<file path="config.mk">
export PLATFORM = sky130hd
export DESIGN_NAME = wb_stage_flat
export DESIGN_NICKNAME = d
export VERILOG_FILES = /design/src/rtl/arm_pkg.sv /design/src/rtl/wb_stage_if.sv /design/src/rtl/wb_wait_ctrl.sv /design/src/rtl/wb_stage.sv /design/src/flat_wrapper.sv
export SDC_FILE = /design/constraint.sdc
export NUM_CORES = 1
export LEC_CHECK = 0
export BUFFER_PORTS_ARGS = -buffer_cell sky130_fd_sc_hd__buf_2
export CORE_UTILIZATION = 48
export CTS_BUF_LIST = sky130_fd_sc_hd__clkbuf_8 sky130_fd_sc_hd__clkbuf_16
export CTS_CLUSTER_DIAMETER = 60
export DETAILED_ROUTE_END_ITERATION = 6
export PLACE_DENSITY = 0.79
export SLEW_MARGIN = 10
export SYNTH_ARGS = -nofsm -noshare
export SYNTH_HDL_FRONTEND = slang
export SYNTH_HIERARCHICAL = 1
export SYNTH_SLANG_ARGS = --single-unit
export TNS_END_PERCENT = 50
</file>
<file path="constraint.sdc">
create_clock -name clk -period 3 [get_ports clk]
set_input_delay 0.3 -clock clk [delete_from_list [all_inputs] [get_ports clk]]
set_output_delay 0.3 -clock clk [all_outputs]
set_load 0.1 [all_outputs]
</file>
<file path="src/rtl/arm_pkg.sv">
// Shared ARM pipeline definitions used by the write-back stage and its bench.
package arm_pkg;

  localparam int        REG_W  = 32;
  localparam logic [3:0] REG_PC = 4'd15;

  typedef enum logic {
    IDLE = 1'b0,
    WAIT = 1'b1
  } wb_state_t;

endpackage

</file>
<file path="src/rtl/wb_stage_if.sv">
// MEM/WB payload, load-data handshake and register-file write port of the write-back stage.
interface wb_stage_if #(
  parameter int CNT_W = 16
);
  import arm_pkg::*;

  logic              freeze;
  logic              in_valid;
  logic              in_wb_en;
  logic              in_mem_r_en;
  logic [3:0]        in_dest;
  logic [REG_W-1:0]  in_alu_res;
  logic [REG_W-1:0]  mem_rdata;
  logic              mem_ready;

  logic [3:0]        Dest_wb;
  logic [REG_W-1:0]  Result_wb;
  logic              writeBack_en;
  logic              stall;
  logic              r15_err;
  logic              mem_timeout;
  logic [CNT_W-1:0]  retired;

  modport master (
    output freeze, in_valid, in_wb_en, in_mem_r_en, in_dest, in_alu_res, mem_rdata, mem_ready,
    input  Dest_wb, Result_wb, writeBack_en, stall, r15_err, mem_timeout, retired
  );

  modport slave (
    input  freeze, in_valid, in_wb_en, in_mem_r_en, in_dest, in_alu_res, mem_rdata, mem_ready,
    output Dest_wb, Result_wb, writeBack_en, stall, r15_err, mem_timeout, retired
  );

endinterface

</file>
<file path="src/rtl/wb_wait_ctrl.sv">
// Load-wait FSM: decides when a write commits, holds slow loads and aborts them after MAX_WAIT edges.
// Commit decision is combinational for the next edge; stall and mem_timeout come straight from flops.
module wb_wait_ctrl import arm_pkg::*; #(
  parameter int MAX_WAIT = 15
) (
  input  logic       clk,
  input  logic       rst,
  input  logic       in_valid,
  input  logic       freeze,
  input  logic       in_wb_en,
  input  logic       in_mem_r_en,
  input  logic [3:0] in_dest,
  input  logic       mem_ready,
  output logic       commit_vld,
  output logic       commit_mem,
  output logic [3:0] commit_dest,
  output logic       stall,
  output logic       mem_timeout
);

  localparam int CW = 8;

  wb_state_t     state_q, state_d;
  logic [CW-1:0] cnt_q, cnt_d;
  logic [3:0]    pend_dest_q, pend_dest_d;
  logic          pend_wb_q, pend_wb_d;
  logic          timeout_q, timeout_d;

  always_ff @(posedge clk or posedge rst) begin
    if (rst) begin
      state_q     <= IDLE;
      cnt_q       <= '0;
      pend_dest_q <= '0;
      pend_wb_q   <= 1'b0;
      timeout_q   <= 1'b0;
    end else begin
      state_q     <= state_d;
      cnt_q       <= cnt_d;
      pend_dest_q <= pend_dest_d;
      pend_wb_q   <= pend_wb_d;
      timeout_q   <= timeout_d;
    end
  end

  always_comb begin
    state_d     = state_q;
    cnt_d       = cnt_q;
    pend_dest_d = pend_dest_q;
    pend_wb_d   = pend_wb_q;
    timeout_d   = 1'b0;
    commit_vld  = 1'b0;
    commit_mem  = 1'b0;
    commit_dest = in_dest;

    case (state_q)
      IDLE: begin
        if (in_valid && !freeze) begin
          if (in_mem_r_en && !mem_ready) begin
            state_d     = WAIT;
            cnt_d       = '0;
            pend_dest_d = in_dest;
            pend_wb_d   = in_wb_en;
          end else begin
            commit_vld = in_wb_en;
            commit_mem = in_mem_r_en;
          end
        end
      end
      WAIT: begin
        // Ready data takes priority over an expiring wait budget.
        if (mem_ready) begin
          commit_vld  = pend_wb_q;
          commit_mem  = 1'b1;
          commit_dest = pend_dest_q;
          state_d     = IDLE;
        end else if (cnt_q == CW'(MAX_WAIT - 1)) begin
          timeout_d = 1'b1;
          cnt_d     = '0;
          state_d   = IDLE;
        end else begin
          cnt_d = cnt_q + CW'(1);
        end
      end
      default: state_d = IDLE;
    endcase
  end

  assign stall       = (state_q == WAIT);
  assign mem_timeout = timeout_q;

endmodule

</file>
<file path="src/rtl/wb_stage.sv">
// Write-back stage: selects ALU/load data and drives a registered register-file write port, one-cycle latency.
// Raises stall while a load is outstanding; writes to r15 are dropped with an r15_err pulse.
module wb_stage import arm_pkg::*; #(
  parameter int MAX_WAIT = 15,
  parameter int CNT_W    = 16
) (
  input logic       clk,
  input logic       rst,
  wb_stage_if.slave bus
);

  logic             commit_vld;
  logic             commit_mem;
  logic [3:0]       commit_dest;

  logic [REG_W-1:0] result_q, result_d;
  logic [3:0]       dest_q, dest_d;
  logic             we_q, we_d;
  logic             r15_q, r15_d;
  logic [CNT_W-1:0] retired_q, retired_d;

  wb_wait_ctrl #(
    .MAX_WAIT (MAX_WAIT)
  ) u_wait_ctrl (
    .clk         (clk),
    .rst         (rst),
    .in_valid    (bus.in_valid),
    .freeze      (bus.freeze),
    .in_wb_en    (bus.in_wb_en),
    .in_mem_r_en (bus.in_mem_r_en),
    .in_dest     (bus.in_dest),
    .mem_ready   (bus.mem_ready),
    .commit_vld  (commit_vld),
    .commit_mem  (commit_mem),
    .commit_dest (commit_dest),
    .stall       (bus.stall),
    .mem_timeout (bus.mem_timeout)
  );

  always_ff @(posedge clk or posedge rst) begin
    if (rst) begin
      result_q  <= '0;
      dest_q    <= '0;
      we_q      <= 1'b0;
      r15_q     <= 1'b0;
      retired_q <= '0;
    end else begin
      result_q  <= result_d;
      dest_q    <= dest_d;
      we_q      <= we_d;
      r15_q     <= r15_d;
      retired_q <= retired_d;
    end
  end

  always_comb begin
    result_d  = result_q;
    dest_d    = dest_q;
    we_d      = 1'b0;
    r15_d     = 1'b0;
    retired_d = retired_q;
    if (commit_vld) begin
      result_d = commit_mem ? bus.mem_rdata : bus.in_alu_res;
      dest_d   = commit_dest;
      // The register file only implements r0..r14.
      if (commit_dest == REG_PC) begin
        r15_d = 1'b1;
      end else begin
        we_d = 1'b1;
        if (retired_q != {CNT_W{1'b1}}) retired_d = retired_q + CNT_W'(1);
      end
    end
  end

  assign bus.Result_wb    = result_q;
  assign bus.Dest_wb      = dest_q;
  assign bus.writeBack_en = we_q;
  assign bus.r15_err      = r15_q;
  assign bus.retired      = retired_q;

endmodule

</file>
<file path="src/flat_wrapper.sv">
// flat-port wrapper written by rule: the top's interface ports become plain ports
module wb_stage_flat import arm_pkg::*;
#(
  parameter int MAX_WAIT = 15,
  parameter int CNT_W    = 16
)
  (clk, rst, bus_freeze, bus_in_valid, bus_in_wb_en, bus_in_mem_r_en, bus_in_dest, bus_in_alu_res, bus_mem_rdata, bus_mem_ready, bus_Dest_wb, bus_Result_wb, bus_writeBack_en, bus_stall, bus_r15_err, bus_mem_timeout, bus_retired);
  wb_stage_if #(.CNT_W(CNT_W)) bus_i ();
  input logic clk;
  input logic rst;
  input wire logic [$bits(bus_i.freeze)-1:0] bus_freeze;
  input wire logic [$bits(bus_i.in_valid)-1:0] bus_in_valid;
  input wire logic [$bits(bus_i.in_wb_en)-1:0] bus_in_wb_en;
  input wire logic [$bits(bus_i.in_mem_r_en)-1:0] bus_in_mem_r_en;
  input wire logic [$bits(bus_i.in_dest)-1:0] bus_in_dest;
  input wire logic [$bits(bus_i.in_alu_res)-1:0] bus_in_alu_res;
  input wire logic [$bits(bus_i.mem_rdata)-1:0] bus_mem_rdata;
  input wire logic [$bits(bus_i.mem_ready)-1:0] bus_mem_ready;
  output wire logic [$bits(bus_i.Dest_wb)-1:0] bus_Dest_wb;
  output wire logic [$bits(bus_i.Result_wb)-1:0] bus_Result_wb;
  output wire logic [$bits(bus_i.writeBack_en)-1:0] bus_writeBack_en;
  output wire logic [$bits(bus_i.stall)-1:0] bus_stall;
  output wire logic [$bits(bus_i.r15_err)-1:0] bus_r15_err;
  output wire logic [$bits(bus_i.mem_timeout)-1:0] bus_mem_timeout;
  output wire logic [$bits(bus_i.retired)-1:0] bus_retired;
  assign bus_i.freeze = bus_freeze;
  assign bus_i.in_valid = bus_in_valid;
  assign bus_i.in_wb_en = bus_in_wb_en;
  assign bus_i.in_mem_r_en = bus_in_mem_r_en;
  assign bus_i.in_dest = bus_in_dest;
  assign bus_i.in_alu_res = bus_in_alu_res;
  assign bus_i.mem_rdata = bus_mem_rdata;
  assign bus_i.mem_ready = bus_mem_ready;
  assign bus_Dest_wb = bus_i.Dest_wb;
  assign bus_Result_wb = bus_i.Result_wb;
  assign bus_writeBack_en = bus_i.writeBack_en;
  assign bus_stall = bus_i.stall;
  assign bus_r15_err = bus_i.r15_err;
  assign bus_mem_timeout = bus_i.mem_timeout;
  assign bus_retired = bus_i.retired;
  wb_stage #(.MAX_WAIT(MAX_WAIT), .CNT_W(CNT_W)) u_core (.clk(clk), .rst(rst), .bus(bus_i));
endmodule
</file>
==> impl_metrics.ini, run 1 <==
[yosys]
synth.most_common_cell = sky130_fd_sc_hd__dfrtp_1
ys_seq_area_share_pct = 52.7
leading_area_contributor_after_synthesis = sky130_fd_sc_hd__dfrtp_1
synth_commonest_cells = sky130_fd_sc_hd__dfrtp_1 (69), sky130_fd_sc_hd__a21oi_1 (39), sky130_fd_sc_hd__nor2_1 (38), sky130_fd_sc_hd__mux2i_1 (32)
synth_top_flop_cell = sky130_fd_sc_hd__dfrtp_1
synth_edf_count = 0
synth_top_cell_area_share_pct = 52.7
post_synthesis_instance_total = 305
postSynthAreaPerCell_um2 = 10.7
synthesis.yosys.warnings = 6
synth_area_leaders = sky130_fd_sc_hd__dfrtp_1 (53%), sky130_fd_sc_hd__mux2i_1 (9.8%), sky130_fd_sc_hd__a21oi_1 (6.0%)
synth.lib_cells_used.distinct = 42
netlist_area_before_placement_um2 = 3280
synth.net_count = 383
synthArstFlopShare_pct = 100
postSynthRegisterBits = 69

[grt]
antenna_found_initial = 0
grt_remaining_overflow = 0
groute.layer.met3.usage_pct = 3.64
groute.layer.met2.usage_pct = 35.3
pin_count_of_the_biggest_net_entering_global_routing = 70
global_route.usage.met1_pct = 26.5
busiest_layer = met2
global_route.usage.total_pct = 21.1
grt_first_pass_wirelength_um = 11900
grt_pass1_vias = 2671

[cts]
clkLatencyLatePin_ns = 0.33
cts.sink_count = 69
cts_htree_levels = 3
max-clock-path-buffers = 2
worst_setup_hold_path_clk_slew_ns = 0.07
cts_setup_buffers = 0
cts_tree = yes
clock-root-buffer = sky130_fd_sc_hd__clkbuf_8
numCtsBuffers = 9

[detailed_routing]
dr.pass1.iters = 6
wl_per_cell_um = 13.6
wirelength_um = 7010
post-route-drc-count = 5
detail_routed_via_count_per_cell = 5.18
postRouteAntennaNets = 0
drtIter0Drc = 78
detailroute.via_count = 2679

[run]
max_cap_violations = 0

[timing]
min_period_ns = 2.25
timing.setup.tns_ns = 0
fmaxAchievable_ghz = 0.445
grt_setup_unrepaired = no
max_slew_margin_pct = 57.0
final-setup-viol-count = 0
post-route-period-util_pct = 75.0
fin_worst_skew_ns = 0.00648
worst-slew-pin-transition_ns = 0.645
timing.final.hold_violations = 0
maxSlewViolCount = 0

[critical_path]
ff2ff_setup_slack_ns = 0.75
rr_worst_depth = 6
data_arrival_time_at_the_worst_slack_endpoint_ns = 2.50
worst_r2r_src = u_core/u_wait_ctrl/stall
crit_path_end = u_core/bus.retired[15]
regToRegEndpoint = u_core/bus.retired[15]
critical_path_peak_fanout = 10
path_class = reg -> reg
worstPathRequired_ns = 3.25
critPathCaptureType = flip-flop
setup.worst_path.start = u_core/u_wait_ctrl/stall
startpoint_type = flip-flop

[hold_path]
hp-start = bus_mem_ready
worstHoldPathType = in -> reg

[placement]
dp_hpwl_um = 5190
place.gp.congestion = 0.817
placed_cells = 500
io_buf_count = 130

[floorplan]
die_h_um = 84.6
rows = 29
placeableCoreArea_um2 = 6460
io_pins = 131
chipWidth_um = 84.6
floorplan.die_area_um2 = 7160
initial_utilization_pct = 50.8

[power]
power_report.internal_total_mw = 1.80
net-switching-power_mw = 2.05
max-vdd-ir-drop_mv = 0.605
power_frac_clock_pct = 18.8
share_seq_of_total_power_pct = 33.1
pwr-share-comb_pct = 48.1
cellPowerDensity_nw_per_um2 = 917
switching_part_of_the_total_pct = 53.2
p_leak_nw = 2.02

[finish]
n_antenna_cell = 0
nets = 513
layout-drive-gt1-share_pct = 39.8
final-instance-count-excl-fill = 517
final_core_util_pct = 65.0
layout-area-overhead-vs-synth_pct = 28.0

[status]
run_status = finished with violations
violated_checks = design-rule violations
==> kinds of logic after synthesis <==
| family | synth area share [%] |
|---|---|
| AND/OR/NAND/NOR | 15.6 |
| flip-flops | 52.7 |
| AO/OA/AOI/OAI | 8.82 |
| multiplexers | 14.6 |
| buffers and inverters | 3.21 |
| XOR/XNOR | 4.01 |
| adder cells (fa/ha/maj) | 1.15 |
==> routing by layer <==
layer / up-vias / routed length [um]
met1: 1244 / 3150
li1: 1332 / -
met3: 9 / 365
met2: 94 / 3360
met5: - / 0
met4: 0 / 130
==> how the worst min path moves through the flow <==
stage / to / slack, ns / depth (start not counted)
finish: u_core/u_wait_ctrl/mem_timeout / 0.22 / 2
detailed placement: u_core/bus.retired[14] / 0.16 / 2
global route: u_core/u_wait_ctrl/pend_dest_q[2] / 0.22 / 2
CTS: u_core/u_wait_ctrl/mem_timeout / 0.21 / 2
floorplan: u_core/u_wait_ctrl/cnt_q[0] / 0.20 / 1
global placement: u_core/bus.r15_err / 0.16 / 2
==> registers in the layout, summed over array words and instances, names as in the netlist <==
name	flops
u_core/u_wait_ctrl/cnt_q	8
u_core/bus.retired	16
u_core/u_wait_ctrl/pend_wb_q	1
u_core/bus.Dest_wb	4
u_core/bus.Result_wb	32
u_core/u_wait_ctrl/pend_dest_q	4
u_core/bus.writeBack_en	1
u_core/u_wait_ctrl/stall	1
u_core/u_wait_ctrl/mem_timeout	1
u_core/bus.r15_err	1
==> placed cells by master (no fill, tap or decap), types with 2 or more instances in the layout <==
cell type                  synthesis  routed
sky130_fd_sc_hd__nand3_1           8       8
sky130_fd_sc_hd__nor2_1           38      38
sky130_fd_sc_hd__xor2_1           13      13
sky130_fd_sc_hd__clkbuf_8          0       9
sky130_fd_sc_hd__mux2_2           13      13
sky130_fd_sc_hd__a21oi_1          39      39
sky130_fd_sc_hd__mux2i_1          32      32
sky130_fd_sc_hd__clkinv_2          0       4
sky130_fd_sc_hd__xnor2_1           2       2
sky130_fd_sc_hd__ha_1              3       3
sky130_fd_sc_hd__nor4_2            4       4
sky130_fd_sc_hd__nand2b_1          2       2
sky130_fd_sc_hd__nand2_1          11      11
sky130_fd_sc_hd__buf_2             4     130
sky130_fd_sc_hd__inv_1             9       8
sky130_fd_sc_hd__and4_1            2       2
sky130_fd_sc_hd__or3_1             2       2
sky130_fd_sc_hd__buf_4             0       3
sky130_fd_sc_hd__nor3_1            8       8
sky130_fd_sc_hd__nand4_1           7       7
sky130_fd_sc_hd__nor2b_1           3       2
sky130_fd_sc_hd__dfrtp_1          69      69
sky130_fd_sc_hd__o21ai_0           7       6
==> worst max-delay path: stages, from the launching register on <==
cell and delay (ns):
sky130_fd_sc_hd__dfrtp_1 0.49, sky130_fd_sc_hd__nand2_1 0.20, sky130_fd_sc_hd__mux2_2 0.38, sky130_fd_sc_hd__nand4_1 0.11
sky130_fd_sc_hd__or3b_1 0.51, sky130_fd_sc_hd__nor4_2 0.31, sky130_fd_sc_hd__xor2_1 0.16
==> through the flow <==
| step | cell area [um2] | hold slack, ns | worst slack, ns | power (mW) |
|---|---|---|---|---|
| finish | 4200 | 0.219 | 0.751 | 3.85 |
| global route | 4200 | 0.219 | 0.583 | 4.01 |
| CTS | 4200 | 0.209 | 0.737 | 3.88 |
| detailed placement | 4000 | 0.163 | 0.752 | 3.14 |
| global placement | 4000 | 0.160 | 0.819 | 3.12 |
| floorplan | 3280 | 0.201 | 0.274 | 2.81 |
==> timing repair <==
item	in CTS	in global routing
hold endpoints to repair	2	0
gates resized for setup	0	0
hold buffers	1	0
==> power by group through the flow <==
stage	Combinational, mW	Sequential [mW]	Clock, mW
floorplan	0.271	2.54	0
global placement	1.84	1.28	0
detailed placement	1.86	1.28	0
CTS	1.86	1.27	0.742
global route	1.92	1.30	0.784
finish	1.85	1.27	0.722
==> area by class of cell <==
type | count | area [um2]
Clock buffer | 9 | 124
Timing Repair Buffer | 134 | 683
Sequential cell | 69 | 1730
Inverter | 9 | 33.8
Clock inverter | 7 | 66.3
Multi-Input combinational cell | 212 | 1470
Tap cell | 77 | 96.3
Fill cell | 527 | 2260
Power figures use the tool's default switching activity.
==> run 2: changes to the inputs <==
==> constraint.sdc (replaced) <==
create_clock -name clk -period 2.1 [get_ports clk]
set_input_delay 0.21 -clock clk [delete_from_list [all_inputs] [get_ports clk]]
set_output_delay 0.21 -clock clk [all_outputs]
set_load 0.1 [all_outputs]
==> run 2 against run 1 <==
  * The run still ends with design-rule violations left
  * Cell count rose by 1.4%
  * Clock skew is 0.0039 ns higher
  * Sequential share of layout area decreased by 1.4 points
  * Total power increased by 51%
  * Sequential power grew 43%
  * Critical endpoint is now u_core/bus.retired[12]
  * Largest cell class unchanged
  * Largest power group unchanged
==> impl_metrics.ini, run 2 (synthesized netlist as in run 1, its figures left out) <==
[power]
max-vdd-ir-drop_mv = 0.874
p_leak_nw = 2.11
cellPowerDensity_nw_per_um2 = 1330

[timing]
final-setup-viol-count = 0
timing.setup.tns_ns = 0
timing.final.hold_violations = 0
worst-slew-pin-transition_ns = 0.957
min_period_ns = 2.02
final.setup.worst_slack_ns = 0.0807
fin_worst_skew_ns = 0.0104
post-route-period-util_pct = 96.2
grt_setup_unrepaired = yes
max_slew_margin_pct = 35.9
fmaxAchievable_ghz = 0.495
worst_hold_slack_ns = 0.123
maxSlewViolCount = 0

[finish]
multi_input_area_um2 = 1520
layout-drive-gt1-share_pct = 44.1
ff_latch_area_um2 = 1740
final_cell_area_um2 = 4380
n_antenna_cell = 0
number_of_flip_flops_under_the_largest_register_name = 32
num-fill-cells = 499
layout-area-overhead-vs-synth_pct = 33.7
nets = 520
final-instance-count-excl-fill = 524
layout_common_cells = sky130_fd_sc_hd__buf_2 (130), sky130_fd_sc_hd__dfrtp_1 (57), sky130_fd_sc_hd__a21oi_1 (39), sky130_fd_sc_hd__nor2_1 (38), sky130_fd_sc_hd__mux2i_1 (32)
layout_commonest_cell = sky130_fd_sc_hd__buf_2

[cts]
clock-root-buffer = sky130_fd_sc_hd__clkbuf_8
clkLatencyLatePin_ns = 0.34
max-clock-path-buffers = 2
numCtsBuffers = 9
worst_setup_hold_path_clk_slew_ns = 0.08
cts.sink_count = 69
cts_tree = yes
cts_htree_levels = 3

[critical_path]
path_class = reg -> reg
worstPathRequired_ns = 2.36
data_arrival_time_at_the_worst_slack_endpoint_ns = 2.28
critical_path_peak_fanout = 8
startpoint_type = flip-flop
critPathCaptureType = flip-flop

[grt]
antenna_found_initial = 0
global_route.usage.total_pct = 21.2
grt_first_pass_wirelength_um = 11900
grt_pass1_vias = 2594
pin_count_of_the_biggest_net_entering_global_routing = 70
grt_remaining_overflow = 0

[placement]
place.gp.congestion = 0.774
io_buf_count = 130
placed_cells = 506
dpl-instance-area_um2 = 4110
dp_hpwl_um = 5520
placement.setup.worst_slack_ns = -0.116

[floorplan]
die_h_um = 84.6
chipWidth_um = 84.6
initial_utilization_pct = 50.8
floorplan.die_area_um2 = 7160
io_pins = 131
rows = 29
placeableCoreArea_um2 = 6460

[detailed_routing]
wl_per_cell_um = 14.7
dr.pass1.iters = 7
post-route-drc-count = 15
detail_routed_via_count_per_cell = 5.18
postRouteAntennaNets = 0
wirelength_um = 7680
drtIter0Drc = 142
detailroute.via_count = 2714

[run]
max_cap_violations = 0

[hold_path]
worstHoldPathType = in -> reg

[status]
violated_checks = design-rule violations
run_status = finished with violations
## run 2: power by group
group	total (mW)	internal (mW)	switching, mW
Clock	1.31	0.821	0.492
Combinational	2.68	0.431	2.25
Sequential	1.82	1.62	0.197
Total	5.81	2.87	2.94
## run 2: through the flow
| stage | power [mW] | utilization [%] |
|---|---|---|
| after global routing | 6.04 | 67.9 |
| after global placement | 4.49 | 63.6 |
| after CTS | 5.86 | 67.6 |
| after floorplan | 4.03 | - |
| final | 5.81 | 67.9 |
| after detailed placement | 4.53 | 63.6 |
## run 2: final timing paths
| path | from | to | slack (ns) | cells after the start |
|---|---|---|---|---|
| max in group asynchronous | rst | u_core/bus.Result_wb[30] | 1.00 | 4 |
| max | u_core/u_wait_ctrl/stall | u_core/bus.retired[12] | 0.08 | 6 |
| min in group asynchronous | rst | u_core/u_wait_ctrl/cnt_q[4] | 0.52 | 3 |
| min reg2reg | u_core/bus.retired[15] | u_core/bus.retired[15] | 0.49 | 1 |
| max reg2reg | u_core/u_wait_ctrl/stall | u_core/bus.retired[12] | 0.08 | 6 |
| min | bus_in_wb_en | u_core/u_wait_ctrl/pend_wb_q | 0.12 | 2 |
## run 2: worst max-delay path, stage by stage (launching register included)
cell and delay (ns):
sky130_fd_sc_hd__dfrtp_4 0.50, sky130_fd_sc_hd__nand2_4 0.12, sky130_fd_sc_hd__mux2_4 0.32, sky130_fd_sc_hd__nand4_1 0.10, sky130_fd_sc_hd__or3b_4 0.48, sky130_fd_sc_hd__nor4b_4 0.26, sky130_fd_sc_hd__xor2_1 0.18
## run 2: layer usage
| layer | vias up | global-route usage [%] | share of wire (%) | wire length [um] |
|---|---|---|---|---|
| met1 | 1263 | 27.3 | 45 | 3420 |
| met2 | 90 | 35.1 | 48 | 3710 |
| li1 | 1350 | - | - | - |
| met3 | 11 | 4.23 | 5.7 | 437 |
| met4 | 0 | 9.09 | 1.5 | 117 |
| met5 | - | 0 | 0 | 0 |
## run 2: final cells by class
| cell class | instances | share of cell area, % |
|---|---|---|
| tap | 77 | 2.20 |
| sequential | 69 | 39.8 |
| clock inverter | 6 | 2.48 |
| timing repair buffer | 140 | 16.9 |
| clock buffer | 10 | 3.14 |
| multi-input combinational | 213 | 34.7 |
| inverter | 9 | 0.771 |
## run 2: timing repair
item,in CTS,in global routing
endpoints found under the hold margin,42,0
endpoints found under the setup margin,4,6
cloned,0,1
gates resized for setup,1,1
hold buffers,1,0
buffers inserted,0,0
==> run 3: changes to the inputs <==
--- a/config.mk
+++ b/config.mk
@@ -6,8 +6,9 @@
 export NUM_CORES = 1
 export LEC_CHECK = 0
 export BUFFER_PORTS_ARGS = -buffer_cell sky130_fd_sc_hd__buf_2
+export CORE_ASPECT_RATIO = 0.8
 export CORE_UTILIZATION = 48
-export CTS_BUF_LIST = sky130_fd_sc_hd__clkbuf_8 sky130_fd_sc_hd__clkbuf_16
+export CTS_BUF_LIST = sky130_fd_sc_hd__clkbuf_16
 export CTS_CLUSTER_DIAMETER = 60
 export DETAILED_ROUTE_END_ITERATION = 6
 export PLACE_DENSITY = 0.79
==> run 3 against run 2 <==
  * The run now ends clean
  * Largest cell class unchanged
  * Highest routed layer unchanged
  * Sequential power barely moved
  * Clock power rose by 30%
  * Sequential share of layout area fell by 0.85 points
  * Worst setup slack got worse by 0.041 ns
==> impl_metrics.ini, run 3 (synthesized netlist as in run 1, its figures left out) <==
[grt]
pin_count_of_the_biggest_net_entering_global_routing = 66
global_route.usage.total_pct = 22.2
grt_remaining_overflow = 0
global_route.usage.met1_pct = 27.3
groute.layer.met3.usage_pct = 9.04
grt_first_pass_wirelength_um = 12000
grt_pass1_vias = 2485
groute.layer.met2.usage_pct = 35.9
busiest_layer = met2
antenna_found_initial = 0

[placement]
io_buf_count = 130
dpl-instance-area_um2 = 4120
dp_hpwl_um = 5730
place.gp.congestion = 0.793
placement.setup.worst_slack_ns = -0.0560
placed_cells = 511

[finish]
n_antenna_cell = 0
layout-drive-gt1-share_pct = 43.5
nets = 517
final_core_util_pct = 68.8
final-instance-count-excl-fill = 528
multi_input_area_um2 = 1520
number_of_flip_flops_under_the_largest_register_name = 32
layout_commonest_cell = sky130_fd_sc_hd__buf_2
num-fill-cells = 529
layout-area-overhead-vs-synth_pct = 36.6
ff_latch_area_um2 = 1740
final_cell_area_um2 = 4480
layout_common_cells = sky130_fd_sc_hd__buf_2 (130), sky130_fd_sc_hd__dfrtp_1 (57), sky130_fd_sc_hd__a21oi_1 (39), sky130_fd_sc_hd__nor2_1 (38), sky130_fd_sc_hd__mux2i_1 (32)

[critical_path]
critical_path.max_stage_delay_ns = 0.49
path_class = reg -> reg
cell_type_of_the_slowest_stage_on_the_worst_timing_path = sky130_fd_sc_hd__or3b_4
crit_chain = nand2_4, mux2_4, nand4_1, or3b_4, nor3_2, xor2_1
startpoint_type = flip-flop
critPathCaptureType = flip-flop
ff2ff_setup_slack_ns = 0.04
critical_path_peak_fanout = 8
data_arrival_time_at_the_worst_slack_endpoint_ns = 2.30
worstPathRequired_ns = 2.34

[detailed_routing]
post-route-drc-count = 0
drtIter0Drc = 76
postRouteAntennaNets = 0
detailroute.via_count = 2706
dr.pass1.iters = 4
wirelength_um = 7750
detail_routed_via_count_per_cell = 5.13
wl_per_cell_um = 14.7

[timing]
timing.final.hold_violations = 0
max_slew_margin_pct = 56.4
final.setup.worst_slack_ns = 0.0400
grt_setup_unrepaired = yes
maxSlewViolCount = 0
fmaxAchievable_ghz = 0.485
fin_worst_skew_ns = 0.00714
worst_hold_slack_ns = 0.142
worst-slew-pin-transition_ns = 0.653
post-route-period-util_pct = 98.1
final-setup-viol-count = 0
min_period_ns = 2.06

[power]
cellPowerDensity_nw_per_um2 = 1380
p_leak_nw = 2.14
power_frac_clock_pct = 27.5
power_report.internal_total_mw = 3.21
net-switching-power_mw = 2.98
switching_part_of_the_total_pct = 48.2
max-vdd-ir-drop_mv = 1.28
share_seq_of_total_power_pct = 29.4
pwr-share-comb_pct = 43.2

[floorplan]
rows = 26
io_pins = 131
initial_utilization_pct = 50.4
floorplan.die_area_um2 = 7170
placeableCoreArea_um2 = 6510
die_h_um = 75.9
chipWidth_um = 94.4

[cts]
cts.sink_count = 69
cts_tree = yes
max-clock-path-buffers = 2
clkLatencyLatePin_ns = 0.33
cts_htree_levels = 3
worst_setup_hold_path_clk_slew_ns = 0.05
numCtsBuffers = 9
clock-root-buffer = sky130_fd_sc_hd__clkbuf_16
cts_setup_buffers = 0

[hold_path]
worstHoldPathType = in -> reg

[status]
run_status = completed

[run]
max_cap_violations = 0
[run 3: cell types whose count changed in the layout (fill, tap and decap cells not counted), moves of 2 or more]
cell | previous run | this run
sky130_fd_sc_hd__buf_4 | 8 | 5
sky130_fd_sc_hd__clkbuf_16 | 0 | 9
sky130_fd_sc_hd__clkbuf_8 | 10 | 0
sky130_fd_sc_hd__clkinv_2 | 2 | 0
[run 3: worst paths after layout]
path | cells past startpoint | start | endpoint
max | 6 | u_core/u_wait_ctrl/stall | u_core/bus.retired[13]
min | 2 | bus_in_dest[3] | u_core/u_wait_ctrl/pend_dest_q[3]
max reg2reg | 6 | u_core/u_wait_ctrl/stall | u_core/bus.retired[13]
min reg2reg | 1 | u_core/bus.retired[15] | u_core/bus.retired[15]
max in group asynchronous | 4 | rst | u_core/bus.retired[4]
min in group asynchronous | 3 | rst | u_core/u_wait_ctrl/pend_dest_q[2]
[run 3: cell type report]
class | instances | area share, %
sequential | 69 | 38.9
timing repair buffer | 138 | 16.5
inverter | 9 | 0.754
multi-input combinational | 212 | 33.9
clock inverter | 7 | 2.54
tap | 84 | 2.35
clock buffer | 9 | 5.03
[run 3: power by group through the flow]
stage / Clock (mW) / Combinational, mW / Sequential (mW)
global route: 1.80 / 2.77 / 1.86
floorplan: 0 / 0.395 / 3.63
CTS: 1.74 / 2.68 / 1.82
finish: 1.70 / 2.67 / 1.82
detailed placement: 0 / 2.68 / 1.84
global placement: 0 / 2.65 / 1.83
[run 3: repair_timing]
action | 4_1_cts | 5_1_grt
hold endpoints to repair | 28 | 0
gates resized for setup | 1 | 2
hold buffers | 1 | 0
setup endpoints to repair | 5 | 2
[run 3: layer usage]
metal  share of wire (%)  vias up
li1                    -     1340
met1                  43     1256
met2                  47      101
met3                 9.0        9
met4                 1.2        0
met5                   0        -
[run 3: worst max-delay path, delay by kind of cell, from the launching register on]
family	cells	cell delay [ns]
xor gates and xnor gates	1	0.19
DFF	1	0.48
muxes	1	0.32
and+or+nand+nor	4	0.97
[run 3: per-stage QoR]
stage	TNS (ns)	power [mW]
floorplan	-1.26	4.03
global placement	0	4.48
detailed placement	-0.151	4.52
CTS	0	6.24
global route	-0.0434	6.44
finish	0	6.19
